`config.mk`:
```
export PLATFORM = sky130hd
export DESIGN_NAME = seq_signed_div
export DESIGN_NICKNAME = d
export VERILOG_FILES = /design/src/rtl/div_pkg.sv /design/src/rtl/div_step.sv /design/src/rtl/seq_signed_div.sv
export SDC_FILE = /design/constraint.sdc
export NUM_CORES = 1
export LEC_CHECK = 0
export ABC_AREA = 1
export CAP_MARGIN = 15
export CORE_ASPECT_RATIO = 1.75
export CORE_MARGIN = 4
export CORE_UTILIZATION = 45
export CTS_BUF_LIST = sky130_fd_sc_hd__clkbuf_4 sky130_fd_sc_hd__clkbuf_8
export CTS_CLUSTER_DIAMETER = 100
export DETAILED_ROUTE_END_ITERATION = 6
export GPL_ROUTABILITY_DRIVEN = 0
export PLACE_DENSITY = 0.75
export SETUP_SLACK_MARGIN = 0.5
export SYNTH_ARGS = -nofsm -noshare
export SYNTH_HDL_FRONTEND = slang
export SYNTH_SLANG_ARGS = --single-unit
```
`constraint.sdc`:
```
create_clock -name clk -period 1.95 [get_ports clk]
set_input_delay 0.2925 -clock clk [delete_from_list [all_inputs] [get_ports clk]]
set_output_delay 0.2925 -clock clk [all_outputs]
set_load 0.01 [all_outputs]
```
`src/rtl/div_pkg.sv`:
```
// Shared types and sizing helpers for the sequential signed divider.
package div_pkg;

  typedef enum logic [1:0] {
    IDLE = 2'd0,
    CALC = 2'd1,
    FIX  = 2'd2,
    DONE = 2'd3
  } state_t;

  // Iteration counter width: must hold the value WIDTH itself.
  function automatic int unsigned cnt_width(input int unsigned w);
    return $clog2(w + 1);
  endfunction

endpackage

```
`src/rtl/div_step.sv`:
```
// One restoring-division iteration on unsigned magnitudes: shift, trial-subtract, keep if non-negative.
module div_step #(
  parameter int unsigned WIDTH = 4
) (
  input  logic [WIDTH-1:0] rem,
  input  logic [WIDTH-1:0] quo,
  input  logic [WIDTH-1:0] dmag,
  output logic [WIDTH-1:0] rem_nxt_c,
  output logic [WIDTH-1:0] quo_nxt_c
);

  logic [WIDTH:0] trial;
  logic [WIDTH:0] diff;

  // rem < dmag on entry, so a successful subtraction always fits back in WIDTH bits.
  always_comb begin
    trial     = {rem, quo[WIDTH-1]};
    diff      = trial - {1'b0, dmag};
    rem_nxt_c = trial[WIDTH-1:0];
    quo_nxt_c = {quo[WIDTH-2:0], 1'b0};
    if (trial >= {1'b0, dmag}) begin
      rem_nxt_c = diff[WIDTH-1:0];
      quo_nxt_c = {quo[WIDTH-2:0], 1'b1};
    end
  end

endmodule

```
`src/rtl/seq_signed_div.sv`:
```
// Sequential signed divider: 2W-bit dividend by W-bit divisor, truncating toward zero.
module seq_signed_div
  import div_pkg::*;
#(
  parameter int unsigned WIDTH = 4
) (
  input  logic                 clk,
  input  logic                 rst_n,
  input  logic                 start,
  input  logic [2*WIDTH-1:0]   dividend,
  input  logic [WIDTH-1:0]     divisor,
  output logic                 busy,
  output logic                 done,
  output logic [WIDTH-1:0]     quotient,
  output logic [WIDTH-1:0]     remainder,
  output logic                 div_by_zero,
  output logic                 overflow
);

  localparam int unsigned DW = 2 * WIDTH;
  localparam int unsigned CW = cnt_width(WIDTH);
  localparam logic [WIDTH-1:0] HALF = {1'b1, {(WIDTH-1){1'b0}}};

  state_t           state_q, state_d;
  logic             q_neg_q, r_neg_q, dz_q, ovf_q;
  logic [WIDTH-1:0] dmag_q, rem_q, quo_q;
  logic [CW-1:0]    cnt_q;

  logic [DW-1:0]    dvd_mag;
  logic [WIDTH-1:0] dvs_mag, step_rem, step_quo;
  logic             pre_dz, pre_ovf, fix_ovf;

  // Full-width magnitudes: the most-negative value maps onto its unsigned equivalent.
  always_comb begin
    dvd_mag = dividend[DW-1] ? -dividend : dividend;
    dvs_mag = divisor[WIDTH-1] ? -divisor : divisor;
    pre_dz  = (divisor == '0);
    pre_ovf = (dvd_mag[DW-1:WIDTH] >= dvs_mag);
    fix_ovf = q_neg_q ? (quo_q > HALF) : (quo_q >= HALF);
  end

  div_step #(.WIDTH(WIDTH)) u_step (
    .rem       (rem_q),
    .quo       (quo_q),
    .dmag      (dmag_q),
    .rem_nxt_c (step_rem),
    .quo_nxt_c (step_quo)
  );

  always_comb begin
    state_d = state_q;
    case (state_q)
      IDLE:    if (start) state_d = (pre_dz || pre_ovf) ? FIX : CALC;
      CALC:    if (cnt_q == CW'(1)) state_d = FIX;
      FIX:     state_d = DONE;
      DONE:    state_d = IDLE;
      default: state_d = IDLE;
    endcase
  end

  always_ff @(posedge clk or negedge rst_n) begin
    if (!rst_n) begin
      state_q <= IDLE;
      busy    <= 1'b0;
    end else begin
      state_q <= state_d;
      busy    <= (state_d != IDLE);
    end
  end

  always_ff @(posedge clk or negedge rst_n) begin
    if (!rst_n) begin
      q_neg_q     <= 1'b0;
      r_neg_q     <= 1'b0;
      dz_q        <= 1'b0;
      ovf_q       <= 1'b0;
      dmag_q      <= '0;
      rem_q       <= '0;
      quo_q       <= '0;
      cnt_q       <= '0;
      done        <= 1'b0;
      quotient    <= '0;
      remainder   <= '0;
      div_by_zero <= 1'b0;
      overflow    <= 1'b0;
    end else begin
      done <= 1'b0;
      case (state_q)
        IDLE: if (start) begin
          q_neg_q <= dividend[DW-1] ^ divisor[WIDTH-1];
          r_neg_q <= dividend[DW-1];
          dmag_q  <= dvs_mag;
          rem_q   <= dvd_mag[DW-1:WIDTH];
          quo_q   <= dvd_mag[WIDTH-1:0];
          cnt_q   <= CW'(WIDTH);
          dz_q    <= pre_dz;
          ovf_q   <= !pre_dz && pre_ovf;
        end
        CALC: begin
          rem_q <= step_rem;
          quo_q <= step_quo;
          cnt_q <= cnt_q - CW'(1);
        end
        FIX: begin
          if (dz_q || ovf_q || fix_ovf) begin
            ovf_q <= ovf_q || (!dz_q && fix_ovf);
            quo_q <= '0;
            rem_q <= '0;
          end else begin
            quo_q <= q_neg_q ? -quo_q : quo_q;
            rem_q <= r_neg_q ? -rem_q : rem_q;
          end
        end
        DONE: begin
          quotient    <= quo_q;
          remainder   <= rem_q;
          div_by_zero <= dz_q;
          overflow    <= ovf_q;
          done        <= 1'b1;
        end
        default: ;
      endcase
    end
  end

endmodule
```
==> summary.txt, run 1 <==
Status
  – Status: completed

Drt
  – First-pass DRT Iterations: 4
  – DRT antenna net count: 0
  – Detailed-route via count: 2415
  – Via density: 5.26
  – DRT iter0 DRCs: 85
  – Routed len/inst: 14.8 microns
  – Routed WL: 6780 microns
  – DR DRC count: 0

Place
  – Detailed placement HPWL: 4000 microns
  – Dpl ws: -491 ps
  – Placed Area: 2850 sq um
  – Port Buffers: 26
  – Dpl cells: 411

GRT
  – Vias in the first global route: 2214
  – Largest net degree at the start of global routing: 34
  – GRT Overall Usage: 20.6%
  – First-pass GRT wire length: 9830 microns
  – Total gr overflow: 0
  – Initial antenna violation count: 0

Power and ir drop
  – Combinational fraction of design power: 68.5%
  – PD cells: 1600 nW/um^2
  – Design Power: 5.63 mW
  – P_int: 2.97 mW
  – P_sw: 2.66 mW
  – Static leakage: 1.78 nW
  – Worst vdd ir: 0.00113 V
  – Sequential share of power: 22.1%
  – Sw Ratio: 47.3%
  – Proportion of power drawn by the clock network: 9.5%

Setup path
  – Critical Path RT: 2110 ps
  – CP Launch Type: input pin
  – Worst path max stage delay: 250 ps
  – Crit path buffers/inverters: 3
  – Critical Path AT: 1740 ps
  – CP max-delay cell: ha_4
  – CP Cell Sequence: buf_8 > inv_12 > ha_4 > nand2_2 > nand2_2 > xor2_2 > inv_2 > ha_4 > nand4_1 > nand3_2 > nor2_1 > nor2_1 > nand3_1
  – Delay-heaviest family, CP: simple AND/OR/NAND/NOR gates
  – Critical Path Sink Type: flop
  – WS Path Type: in -> reg
  – Crit Path Max Fanout: 3

Cells and area
  – Fin util: 71.5%
  – Cell Count, Final, Fillers Out: 459
  – Layout cells sized above 1: 43.0%
  – Area delta synth->final: 53.8%
  – Diodes inserted: 0
  – # nets final: 439
  – FILL cells: 347
  – Multi-input gate area: 1600 sq um
  – Post-route cell area: 3530 sq um
  – Storage cell area: 827 sq um

Flow run
  – Max-cap viol count: 0

Clocking
  – Worst-Skew Late Latency: 290 ps
  – CTS H-tree depth: 2
  – Clock transition at path regs: 60 ps
  – Hold-fix buffers, CTS: 0
  – Clock buffer count from CTS: 5
  – CTS root buffer: clkbuf_8
  – Sink Count: 33
  – CTS tree: built
  – CTS max path bufs: 2

Timing
  – Final setup fails: 0
  – Max Slew Vio Count: 0
  – Fin. Hold Viols: 0
  – Setup Skew: 7.89 ps
  – Setup ws final: 370 ps
  – Worst slew pin tran: 425 ps
  – RSZ-0062 raised after global routing: true
  – Max Clk Rate: 0.633 GHz
  – Part of the cycle the worst path needs: 81.0%
  – Slew HR: 71.7%
  – Minimum clock period: 1580 ps

Logic synthesis
  – Asr flop ratio synth: 100%
  – Net Count, Synth: 349
  – Primary FF master, synth: dfrtp_1
  – Post-synth EDFFs: 0
  – Cells after Synth: 315
  – Register area share after synthesis: 36.0%
  – Yosys warns: 0
  – Post-Synthesis Cell Area: 2290 sq um
  – Synth Area per Inst: 7.28 sq um
  – Netlist cell types: 31
  – Register bit count reported by yosys: 33

Floorplan
  – Row Count: 34
  – Core footprint: 4930 sq um
  – Boundary Pins: 27
  – Die X: 62.0 microns
  – Starting density of the core: 46.5%
  – Area of the die: 6340 sq um
  – Chip height: 102 microns

Min path
  – Min-Delay Path Class: in -> reg
==> cells in the final DEF, fill, tap and decap left out, types with 2 or more instances in the layout <==
cell type,netlist,routed
a21oi_1,9,6
a21oi_2,2,4
buf_2,3,3
buf_4,0,60
buf_6,0,4
buf_8,0,2
clkbuf_2,0,2
clkbuf_8,0,6
clkdlybuf4s50_1,0,3
dfrtp_1,33,32
dlygate4sd2_1,0,12
ha_1,18,5
ha_4,0,13
inv_1,43,25
inv_2,11,25
inv_4,0,3
nand2_1,73,62
nand2_2,7,14
nand2_4,0,3
nand3_1,27,20
nand3_2,1,8
nand3_4,1,2
nand4_1,4,4
nor2_1,22,16
nor2_2,3,5
nor2_4,0,4
o21ai_0,27,21
o21ai_1,7,9
o21ai_2,1,3
o21ai_4,0,2
o22ai_1,2,2
xnor2_1,2,2
xor2_1,6,5
==> power by group through the flow <==
stage	clock, mW	combinational [mW]	sequential [mW]
2_1_floorplan	0	1.96	1.26
3_3_place_gp	0	2.70	1.24
3_5_place_dp	0	2.75	1.25
4_1_cts	0.539	3.02	1.24
5_1_grt	0.561	4.25	1.28
6_report	0.532	3.86	1.24
==> area by class of cell <==
cell class              count  share of cell area, %
multi-input cells         221                   45.2
flip-flops and latches     33                   23.5
repair buffers             88                   20.1
inverters                  56                   6.71
clock buffers               7                   2.56
well taps                  54                   1.92
==> worst reg2reg max path, delay by kind of cell (launching register included) <==
kind,cells,cell delay [ps]
buffers and inverters,3,180
AND/OR/NAND/NOR,5,320
flip-flops,1,390
adder cells (fa/ha/maj),2,650
==> sequential cells by signal (all words and copies together) (netlist names) <==
signal       count
quotient         4
r_neg_q          1
state_q          2
ovf_q            1
done             1
cnt_q            3
dmag_q           4
overflow         1
remainder        4
quo_q            4
q_neg_q          1
div_by_zero      1
rem_q            4
dz_q             1
busy             1
==> metal layers <==
metal / up-vias / part of all wire [%] / global-route usage (%)
met5: - / 0 / 0
met4: 0 / 5.6 / 10.9
met3: 32 / 4.4 / 2.53
met2: 83 / 55 / 35.6
met1: 1113 / 35 / 23.5
li1: 1187 / - / -
==> kinds of logic (layout without fill, tap and decap cells) <==
| family | Yosys count | in the layout | synth area share [%] |
|---|---|---|---|
| fa+ha+maj | 19 | 19 | 10.7 |
| xor+xnor | 8 | 8 | 3.06 |
| flops | 33 | 33 | 36.0 |
| simple gates | 140 | 141 | 27.1 |
| compound gates | 53 | 53 | 12.8 |
| buf+inv | 62 | 151 | 10.3 |
==> Yosys cell counts, types with 3 or more instances <==
cell type  instances  area share [%]
a21oi_1            9             2.0
buf_2              3            0.65
clkbuf_1           3            0.49
dfrtp_1           33              36
ha_1              18             9.8
inv_1             43             7.0
inv_2             11             1.8
nand2_1           73              12
nand2_2            7             1.9
nand3_1           27             5.9
nand4_1            4             1.1
nor2_1            22             3.6
nor2_2             3            0.82
o21ai_0           27             5.9
o21ai_1            7             1.5
xor2_1             6             2.3
==> through the flow <==
stage	setup TNS, ps	hold slack (ps)
final	0	394
after global routing	0	440
after CTS	0	394
after detailed placement	-1730	472
after global placement	-1470	464
after floorplan	0	-3.09
==> timing repair <==
action,4_1_cts,5_1_grt
endpoints found under the setup margin,25,18
cloned,0,1
setup buffers,25,15
gates resized for setup,86,47
pin swaps,34,38
==> path summary, 6_finish.rpt <==
path / slack (ps) / cells past startpoint / end / start
max in group asynchronous: 1210 / 2 / state_q[0] / rst_n
max: 370 / 13 / busy / dividend[1]
max reg2reg: 370 / 10 / rem_q[1] / quo_q[3]
min reg2reg: 480 / 2 / remainder[0] / remainder[0]
min in group asynchronous: 410 / 2 / rem_q[3] / rst_n
min: 390 / 4 / dmag_q[0] / divisor[0]
No activity file was read; power rests on OpenSTA's default activity.
==> inputs of run 2 (changes only) <==
- PLACE_DENSITY: 0.75 -> 0.78
- clock period: 1.95 -> 1.4 ns (I/O delays scaled with it)
==> run 2 against run 1 <==
- the flow now finishes with violations (setup timing)
- global-route usage is 6.3 points higher
- sequential share of layout area is 3.7 points lower
- combinational power is 100% higher
- core utilization is 13 points higher
- count of clock-buffer cells in the layout stayed put
- power is 84% higher
- sequential power is 46% higher
- critical path type is now reg -> reg
==> summary.txt, run 2 (synthesis results as in run 1) <==
Timing
  – Fin. Hold Viols: 0 (unchanged)
  – Max Clk Rate: 0.608 GHz
  – RSZ-0062 raised after global routing: true
  – Slew HR: 71.4% (-0.25 points)
  – Minimum clock period: 1650 ps
  – Setup TNS: -2130 ps (-2130 ps)
  – Setup Skew: 6.21 ps (-1.68 ps)
  – Worst slew pin tran: 429 ps (+3.36 ps)
  – Max Slew Vio Count: 0 (unchanged)
  – Part of the cycle the worst path needs: 118%
  – Setup ws final: -245 ps (-615 ps)
  – Final setup fails: 12 (+12)

Place
  – Detailed placement HPWL: 4500 microns (+13%)
  – Dpl cells: 437 (+6.3%)
  – Port Buffers: 26 (unchanged)
  – Placed Area: 3130 sq um (+10%)

Cells and area
  – Layout cells sized above 1: 60.0% (+17 points)
  – Post-route cell area: 4180 sq um (+19%)
  – Most frequent cells in the layout: 73 x buf_4, 48 x nand2_1, 32 x dfrtp_1
  – # nets final: 471 (+7.3%)
  – Diodes inserted: 0 (unchanged)
  – Area delta synth->final: 82.3%
  – Commonest non-fill, non-tap cell in the layout: buf_4
  – Cell Count, Final, Fillers Out: 491 (+7.0%)

Setup path
  – CP Launch Type: flop
  – CP startpoint: rem_q[1]
  – Critical Path Sink Type: flop
  – WS Path Type: reg -> reg
  – Critical Path AT: 1830 ps (+90 ps)
  – RR Startpoint: rem_q[1]
  – Critical Path RT: 1580 ps (-530 ps)
  – Reg-to-reg endpoint: rem_q[2]
  – Crit Path Max Fanout: 6 (+3)
  – R2R setup slack: -250 ps (-610 ps)
  – Worst Reg-to-Reg Cells: 9 (-1)

Drt
  – Routed WL: 9530 microns (+41%)
  – DRT antenna net count: 0 (unchanged)
  – DR DRC count: 0 (unchanged)
  – Routed len/inst: 19.4 microns (+32%)
  – Detailed-route via count: 2900 (+20%)
  – Via density: 5.91 (+12%)
  – DRT iter0 DRCs: 190 (+120%)
  – First-pass DRT Iterations: 6 (+2)

Power and ir drop
  – Static leakage: 2.05 nW (+15%)
  – PD cells: 2480 nW/um^2 (+55%)
  – Worst vdd ir: 0.00174 V (+54%)
  – Design Power: 10.4 mW (+84%)

Clocking
  – CTS max path bufs: 2 (unchanged)
  – Clock buffer count from CTS: 5 (unchanged)
  – CTS tree: built
  – CTS root buffer: clkbuf_8
  – Sink Count: 33 (unchanged)
  – Worst-Skew Late Latency: 290 ps (about the same)
  – Clock transition at path regs: 70 ps (about the same)
  – CTS H-tree depth: 2 (unchanged)

GRT
  – Largest net degree at the start of global routing: 34 (unchanged)
  – Total gr overflow: 0 (unchanged)
  – GRT Overall Usage: 26.9% (+6.3 points)
  – Initial antenna violation count: 0 (unchanged)
  – Vias in the first global route: 2713 (+23%)
  – First-pass GRT wire length: 12600 microns (+28%)

Floorplan
  – Starting density of the core: 46.5% (unchanged)
  – Row Count: 34 (unchanged)
  – Die X: 62.0 microns (unchanged)
  – Chip height: 102 microns (unchanged)
  – Area of the die: 6340 sq um (unchanged)
  – Boundary Pins: 27 (unchanged)
  – Core footprint: 4930 sq um (unchanged)

Status
  – Failing checks: setup timing
  – Status: complete, but fails checks

Flow run
  – Max-cap viol count: 0 (unchanged)

Min path
  – Min-Delay Path Class: in -> async
[run 2: cell count changes in the layout (fill, tap and decap cells not counted), sizes merged]
cell           before  now
inv                55   54
clkbuf              9    8
dlygate4sd2        12    1
clkdlybuf4s15       1    2
clkdlybuf4s50       3    2
dlymetal6s2s        1    0
clkinv              1    2
buf                69  114
[run 2: repair_timing]
item / in CTS / in global routing
hold buffers: 0 / 0
pin swaps: 43 / 41
endpoints found under the setup margin: 44 / 44
buffers inserted: 26 / 16
gates cloned: 5 / 0
gates resized for setup: 178 / 64
[run 2: routing by layer]
metal  GRT usage, %  part of all wire, %  vias up
met2           49.0                   53      200
met4           16.8                  7.9        0
li1               -                    -     1250
met1           26.9                   33     1374
met5              0                    0        -
met3           3.41                  6.2       76
[run 2: worst max-delay path, cell delays in order, from the launching register on]
cell and delay, ps:
dfrtp_1 420, ha_4 280, a21oi_4 170, nand2_2 90, nand2_4 120, nand3_1 120, nand3_2 120, nand2_1 70
nand2_1 80, nand2_1 60
[run 2: worst max path at each step]
stage / endpoint / slack, ps
global route: busy / -320
floorplan: busy / -110
detailed placement: busy / -940
global placement: busy / -860
finish: rem_q[2] / -250
CTS: rem_q[1] / -140
[run 2: area by class of cell]
type | instances | area (sq um)
Timing Repair Buffer | 120 | 1110
Sequential cell | 33 | 827
Fill cell | 240 | 756
Clock buffer | 7 | 90.1
Multi-Input combinational cell | 221 | 1830
Inverter | 56 | 258
Tap cell | 54 | 67.6
[run 2: through the flow]
| step | hold WS (ps) | setup slack (ps) | util, % |
|---|---|---|---|
| after detailed placement | 477 | -938 | 63.5 |
| after global placement | 469 | -855 | 63.5 |
| after CTS | 294 | -144 | 77.7 |
| after floorplan | -85.6 | -108 | - |
| after global routing | 307 | -318 | 84.7 |
| final | 290 | -245 | 84.7 |
[run 2: where the power goes]
| part | internal, mW | switching [mW] | total (mW) |
|---|---|---|---|
| Clock | 0.409 | 0.355 | 0.764 |
| Sequential | 1.41 | 0.399 | 1.81 |
| Combinational | 3.58 | 4.20 | 7.79 |
